===== src/rtl/fetch_frontend.sv =====
// Instruction-fetch front end with IF/ID register: single-outstanding imem port,
// one-entry hold buffer for decode stalls and a DRAIN state that squashes stale responses.
module fetch_frontend #(
  parameter logic [31:0] RESET_PC = 32'h0000_0000,
  parameter logic [31:0] NOP      = 32'h0000_0013
) (
  input  logic        clk,
  input  logic        rst,
  input  logic        stallf,
  input  logic        stalld,
  input  logic        flushd,
  input  logic        pcSrce,
  input  logic [31:0] pcTargete,
  output logic        imem_req_valid,
  input  logic        imem_req_ready,
  output logic [31:0] imem_addr,
  input  logic        imem_rsp_valid,
  input  logic [31:0] imem_rsp_data,
  output logic [31:0] pcf,
  output logic [31:0] instrd,
  output logic [31:0] pcd,
  output logic [31:0] pcplus4d,
  output logic        validd,
  output logic        dbg_state
);

  // Handshake: a request transfers on a rising edge where imem_req_valid and
  // imem_req_ready are both high; a response is a single-cycle imem_rsp_valid strobe.
  typedef enum logic {RUN = 1'b0, DRAIN = 1'b1} state_t;

  state_t      state;
  logic        outst;
  logic [31:0] pend_pc;
  logic        buf_valid;
  logic [31:0] buf_instr;
  logic [31:0] buf_pc;

  logic        accept;
  logic        rsp_run;
  logic        src_valid;
  logic [31:0] src_instr;
  logic [31:0] src_pc;

  always_comb begin
    imem_req_valid = !rst && (state == RUN) && !pcSrce && !stallf && !stalld &&
                     !buf_valid && (!outst || imem_rsp_valid);
    accept    = imem_req_valid && imem_req_ready;
    rsp_run   = imem_rsp_valid && (state == RUN);
    // Anything fetched on the old path is dropped in the cycle a redirect is taken.
    src_valid = !pcSrce && (buf_valid || rsp_run);
    src_instr = buf_valid ? buf_instr : imem_rsp_data;
    src_pc    = buf_valid ? buf_pc : pend_pc;
  end

  assign imem_addr = pcf;
  assign dbg_state = (state == DRAIN);

  always_ff @(posedge clk) begin
    if (rst) begin
      state     <= RUN;
      pcf       <= RESET_PC;
      outst     <= 1'b0;
      pend_pc   <= 32'd0;
      buf_valid <= 1'b0;
      buf_instr <= 32'd0;
      buf_pc    <= 32'd0;
      validd    <= 1'b0;
      instrd    <= NOP;
      pcd       <= 32'd0;
      pcplus4d  <= 32'd0;
    end else begin
      if (pcSrce) begin
        pcf <= pcTargete;
      end else if (accept) begin
        pcf <= pcf + 32'd4;
      end

      if (accept) begin
        pend_pc <= pcf;
        outst   <= 1'b1;
      end else if (imem_rsp_valid) begin
        outst <= 1'b0;
      end

      case (state)
        RUN:     if (pcSrce && outst && !imem_rsp_valid) state <= DRAIN;
        DRAIN:   if (imem_rsp_valid) state <= RUN;
        default: state <= RUN;
      endcase

      if (pcSrce) begin
        buf_valid <= 1'b0;
      end else if (!flushd) begin
        if (stalld) begin
          if (rsp_run && !buf_valid) begin
            buf_valid <= 1'b1;
            buf_instr <= imem_rsp_data;
            buf_pc    <= pend_pc;
          end
        end else if (buf_valid) begin
          buf_valid <= 1'b0;
        end
      end

      if (flushd) begin
        validd   <= 1'b0;
        instrd   <= NOP;
        pcd      <= 32'd0;
        pcplus4d <= 32'd0;
      end else if (!stalld) begin
        if (src_valid) begin
          validd   <= 1'b1;
          instrd   <= src_instr;
          pcd      <= src_pc;
          pcplus4d <= src_pc + 32'd4;
        end else begin
          validd   <= 1'b0;
          instrd   <= NOP;
          pcd      <= 32'd0;
          pcplus4d <= 32'd0;
        end
      end
    end
  end

endmodule


===== config.mk =====
export PLATFORM = sky130hd
export DESIGN_NAME = fetch_frontend
export DESIGN_NICKNAME = d
export VERILOG_FILES = /design/src/rtl/fetch_frontend.sv
export SDC_FILE = /design/constraint.sdc
export NUM_CORES = 1
export LEC_CHECK = 0
export ABC_AREA = 1
export BUFFER_PORTS_ARGS = -buffer_cell sky130_fd_sc_hd__buf_2
export CORE_MARGIN = 5
export CORE_UTILIZATION = 35
export CTS_BUF_LIST = sky130_fd_sc_hd__clkbuf_8
export DETAILED_ROUTE_END_ITERATION = 6
export REMOVE_ABC_BUFFERS = 1
export SLEW_MARGIN = 20
export SYNTH_ARGS = -nofsm -noshare
export SYNTH_HDL_FRONTEND = slang
export SYNTH_SLANG_ARGS = --single-unit

===== constraint.sdc =====
create_clock -name clk -period 1.8 [get_ports clk]
set_clock_uncertainty 0.05 [all_clocks]
set_input_delay 0.27 -clock clk [delete_from_list [all_inputs] [get_ports clk]]
set_output_delay 0.27 -clock clk [all_outputs]
set_load 0.02 [all_outputs]

; Yosys cells after proc, flatten, opt, wreduce, memory -nomap -nowiden
; Cells that the tools add are included.
[word_totals]
inputBits = 72
wordCells = 59
ff_bits = 228
output_inout_bits = 163
[op_classes]
add_sub_neg = 2
reduce_logical = 27
eq_ne = 1
n_bitwise = 3
muxes = 15
[op_table]
columns = cell, count
row1 = 32-bit two-way mux, 7
row2 = "32-bit by 3-bit adder with 32-bit output, second input constant", 2
row3 = 1-bit logical AND, 12
row4 = 1-bit logical NOT, 7
row5 = 1-bit two-way mux, 7
row6 = 4-bit AND reduction, 1
row7 = 2-bit nonzero test, 2
row8 = 2-bit OR reduction, 2
row9 = 1-bit inverter, 3
row10 = 1-bit logical OR, 2
row11 = "2-bit by 1-bit inequality test with 1-bit output, second input constant", 1
row12 = 1-bit case mux with 2 select lines, 1
row13 = 2-bit AND reduction, 1

; Depth between registers and ports, before layout
[depth]
depth_word = 10
depth_mapped = 14
ltp_nobuf = 13

; Worst setup path before layout
; Ideal clock, no wire load.
[synth_path]
kind = register to register
startpoint = reg pcf[3], in the netlist imem_addr[3]
endpoint = reg pcf[24], in the netlist imem_addr[24]
arrival_ns = 1.775
path_slack_ns = -0.133
required_ns = 1.641
setup_ns = 0.109
stages_incl_launch_ff = 11
cell_sequence = dfxtp_1 -> ha_1 -> nand3_1 -> nor3_2 -> nand2_1 -> nor2_1 -> nand2_1 -> a21oi_1 -> o21ai_1 -> nand2_1 -> inv_1
[synth_via]
elab_chain_cells = 3
[synth_lines]
columns = element, line
row1 = from (decl), 19  ; output logic [31:0] pcf,
row2 = from (signal assigned), 73  ; pcf <= pcTargete;
row3 = from (signal assigned), 75  ; pcf <= pcf + 32'd4;
row4 = 32-bit by 3-bit adder with 32-bit output, 75
row5 = 32-bit two-way mux, 74  ; end else if (accept) begin
row6 = 32-bit two-way mux, 72  ; if (pcSrce) begin
; Every way passes these cells. The select of a mux whose other input is x is not followed.
; A chain may end at the register's enable or synchronous reset.

; Final worst setup path
[layout_path]
startpoint = reg buf_valid
endpoint = reg pcplus4d[24]
[layout_via]
elab_chain_cells = 3
word_cells_on_any_way = 5
cone_classes = 1 x add/sub / 2 x mux / 2 x reduce/logical
[layout_lines]
columns = element, line
row1 = from (decl), 34  ; logic buf_valid;
row2 = from (signal assigned), 64  ; buf_valid <= 1'b0;
row3 = from (signal assigned), 92  ; buf_valid <= 1'b0;
row4 = from (signal assigned), 96  ; buf_valid <= 1'b1;
row5 = 32-bit two-way mux / 1-bit logical OR (equally long branches), "52, 50"
row6 = 32-bit by 3-bit adder with 32-bit output / 1-bit logical AND (equally long branches), "115, 50"
row7 = 32-bit two-way mux *, 111  ; if (src_valid) begin
row8 = to (signal assigned), 115  ; pcplus4d <= src_pc + 32'd4;
row9 = to (decl), 22  ; output logic [31:0] pcplus4d,
; Every way passes the cells marked *; elsewhere a longest branch is shown, timed or not.

==> key figures <==
CTS
  • Clk root buf: clkbuf_8
  • CTS tree: yes
  • Clk pin slew, worst setup/hold paths: roughly 60 ps
  • TritonCTS Buffers: 41
  • Worst skew pair latency: between 500 and 600 ps
  • CTS max path bufs: 3
  • H-tree Lvls: 2
  • Clk sinks: around 230

Timing
  • Fmax: ~0.53 GHz
  • Final setup TNS: -818 ps
  • Final setup vio count: 17
  • Period utilization: 105%
  • Worst Tran Pin Value: 474 ps
  • Fin. max-slew vios: 0
  • PnR worst setup slack: -84.6 ps
  • Clock period minus worst slack: roughly 1900 ps
  • Worst rel slew slack: approximately two thirds
  • Final Hold Violating Endpoints: 0
  • RSZ-0062 raised after global routing: true

Worst setup path
  • Largest stage delay, worst path: between 300 and 400 ps
  • CP delay by family, top: buffers and inverters
  • Most frequent CP cell: nand2_1
  • Worst EP required: 2170 ps
  • Crit path kind: flop to flop
  • Crit. End Element: flop
  • Buffers and inverters on the worst path: 7
  • Max Fanout on Critical Path: 8
  • WP depth: 16
  • Crit path DAT: about 2300 ps
  • R2R depth: 16
  • CP max-delay cell: dfxtp_4
  • Worst-path cell chain: clkinv_8 > buf_12 > buf_12 > buf_6 > nand2_1 > o21ai_2 > nand2_2 > inv_2 > nand2_1 > buf_4 > nor2_2 > nand3_1 > nand2_1 > nand3_1 > nand2_1 > inv_1
  • Critical Path Source Type: flop

Logic synthesis
  • Mean Syn Cell Area: between 6 and 7 sq um
  • Register bit total from synthesis: around 230
  • Top cells by area, synth: dfxtp_1 43%, nand2_1 15%, a21oi_1 8.8%
  • Synth top area share: between 40% and 50%
  • Synth warn: 0
  • Seq/Total Area, Yosys: between 40% and 50%
  • Synth unique cells: 36
  • Mapped Cells: around 1500
  • Mapped cell area: 10500 sq um
  • Yosys top cell by area: dfxtp_1

Drt
  • First-pass iteration count of the detailed router: 5
  • Routed vias: 11098
  • Drt via density: 4.72
  • Mean routed wirelength per cell: approximately 14 um
  • Remaining DRCs: 0
  • Routed wire length: between 30000 and 40000 um
  • Initial DRC count: approximately 500
  • DRT antenna net count: 0

Placement
  • Placement Setup Slack: -204 ps
  • Port Buffers: approximately 230
  • Placed inst area: about 13000 sq um
  • HPWL after DPL: roughly 23000 um
  • GPL Wtd Cong: 0.887

Die
  • Chip Width: between 150 and 200 um
  • Core area: approximately 30000 sq um
  • Initial Util: 35.4%
  • Num ports: between 200 and 250
  • Die area: approximately 34000 sq um
  • Die height: around 180 um
  • Rows: 63

GRT
  • Initial antenna violation count: 0
  • Largest net degree at the start of global routing: 93
  • Number of global-route vias before repair: around 11000
  • Global-route wire length before repair: around 55000 um
  • GR Overflow Total: 0
  • Total GRT Usage: around 20%

Finish
  • Multi-input logic area: 5210 sq um
  • Ant diodes: 0
  • Core Util, Final: between 50% and 60%
  • Nets: 2004
  • Storage cell area: ~4500 sq um
  • Commonest non-fill, non-tap cells in the layout: 374 x nand2_1, 232 x buf_2, 220 x dfxtp_1, 175 x a21oi_1, 173 x inv_1
  • Area grow syn2layout: 44.7%
  • Fillers: between 2000 and 3000
  • Share of cells above drive strength 1: 31.1%
  • Fin area: between 15000 and 20000 sq um
  • Most common cell after layout, fill and taps aside: nand2_1

Power and ir drop
  • Clock Power Share: between 40% and 50%
  • Max IR drop VDD: just over 0.0004 V
  • Switching power: about 3.0 mW
  • Logic pwr share: around 11%
  • Switching Fraction: a little over a quarter
  • P_leak: slightly below 7 nW
  • Power per standard cell area: 765 nW/um^2
  • Sequential Power Share: 44.8%
  • Internal Power: approximately 8.6 mW

Status
  • Status: complete, but fails checks
  • Violated checks: setup timing

Min path
  • Hold WC Path Type: input pin to flop
  • Hold Path Cell Cnt: 5

Job
  • Max-Cap Viols: 0
-- what timing repair did --
item,4_1_cts,5_1_grt
gates cloned,7,1
endpoints found under the setup margin,111,127
hold buffers,57,0
resized for setup,112,77
pin swaps,23,37
hold endpoints to repair,60,0
buffers inserted,9,12
-- path summary, 6_finish.rpt --
kind | start | end | slack, ps
max | buf_valid | pcplus4d[24] | -80
min | pcTargete[26] | imem_addr[26] | 40
max reg2reg | buf_valid | pcplus4d[24] | -80
min reg2reg | buf_instr[11] | buf_instr[11] | 390
-- cell type report --
cell class                 instances  area share, %
clock inverter                    21          0.955
timing repair buffer             459           22.2
clock buffer                      53           4.80
inverter                         179           4.64
tap                              390           3.21
sequential                       226           29.8
multi-input combinational       1023           34.3
-- sequential cells by signal, summed over array words and instances (netlist names), 30 cells and up --
signal and flops:
buf_instr 32, buf_pc 32, imem_addr 32, instrd 32
pcd 32, pend_pc 32, pcplus4d 30
-- through the flow --
stage,power [mW],hold WS [ps],std cells
after detailed placement,6.40,386,2193
after CTS,11.8,1.28,2339
after global routing,12.2,36.8,2351
after floorplan,5.84,289,1428
final,11.6,40.8,2351
after global placement,6.39,381,2193
-- per-layer routing --
| layer | share of wire, % | track usage, % | vias to the layer above | wire [um] |
|---|---|---|---|---|
| li1 | - | - | 5706 | - |
| met1 | 46 | 26.9 | 5028 | 15800 |
| met2 | 45 | 32.0 | 316 | 15500 |
| met3 | 6.1 | 3.39 | 48 | 2070 |
| met4 | 2.2 | 5.75 | 0 | 741 |
| met5 | 0 | 0 | - | 0 |
-- worst min-delay path, delay by kind of cell --
| kind | cells | cell delay, ps |
|---|---|---|
| AOI/OAI and AO/OA | 2 | 110 |
| buffers and inverters | 2 | 130 |
| and+or+nand+nor | 1 | 60 |
-- cells in the mapped netlist (all sizes together) --
cell    count
nor4        1
or2         2
nor2      104
o22ai       3
nand4      13
ha          2
o221ai      1
a211oi      1
dfxtp     226
nand2     415
a31oi       9
clkbuf     55
xor2       18
a32oi       1
a22oi       1
o21ai     179
inv       178
clkinv      1
a21oi     184
buf        63
nand3b      2
nand3      63
o211ai      8
nor3       15
o21bai      1
-- logic make-up after synthesis --
family	count (synthesis)	share of synthesized area, %
compound gates	388	19.0
xor+xnor	18	1.50
simple gates	615	23.8
buf+inv	297	12.3
fa+ha+maj	2	0.238
flops	226	43.1
-- power by group through the flow --
| stage | registers [mW] | logic [mW] | clock network (mW) |
|---|---|---|---|
| CTS | 5.20 | 1.28 | 5.28 |
| finish | 5.20 | 1.30 | 5.13 |
| detailed placement | 5.31 | 1.09 | 0 |
| floorplan | 5.44 | 0.401 | 0 |
| global placement | 5.31 | 1.09 | 0 |
| global route | 5.22 | 1.43 | 5.53 |
(Power assumes the default switching activity.)
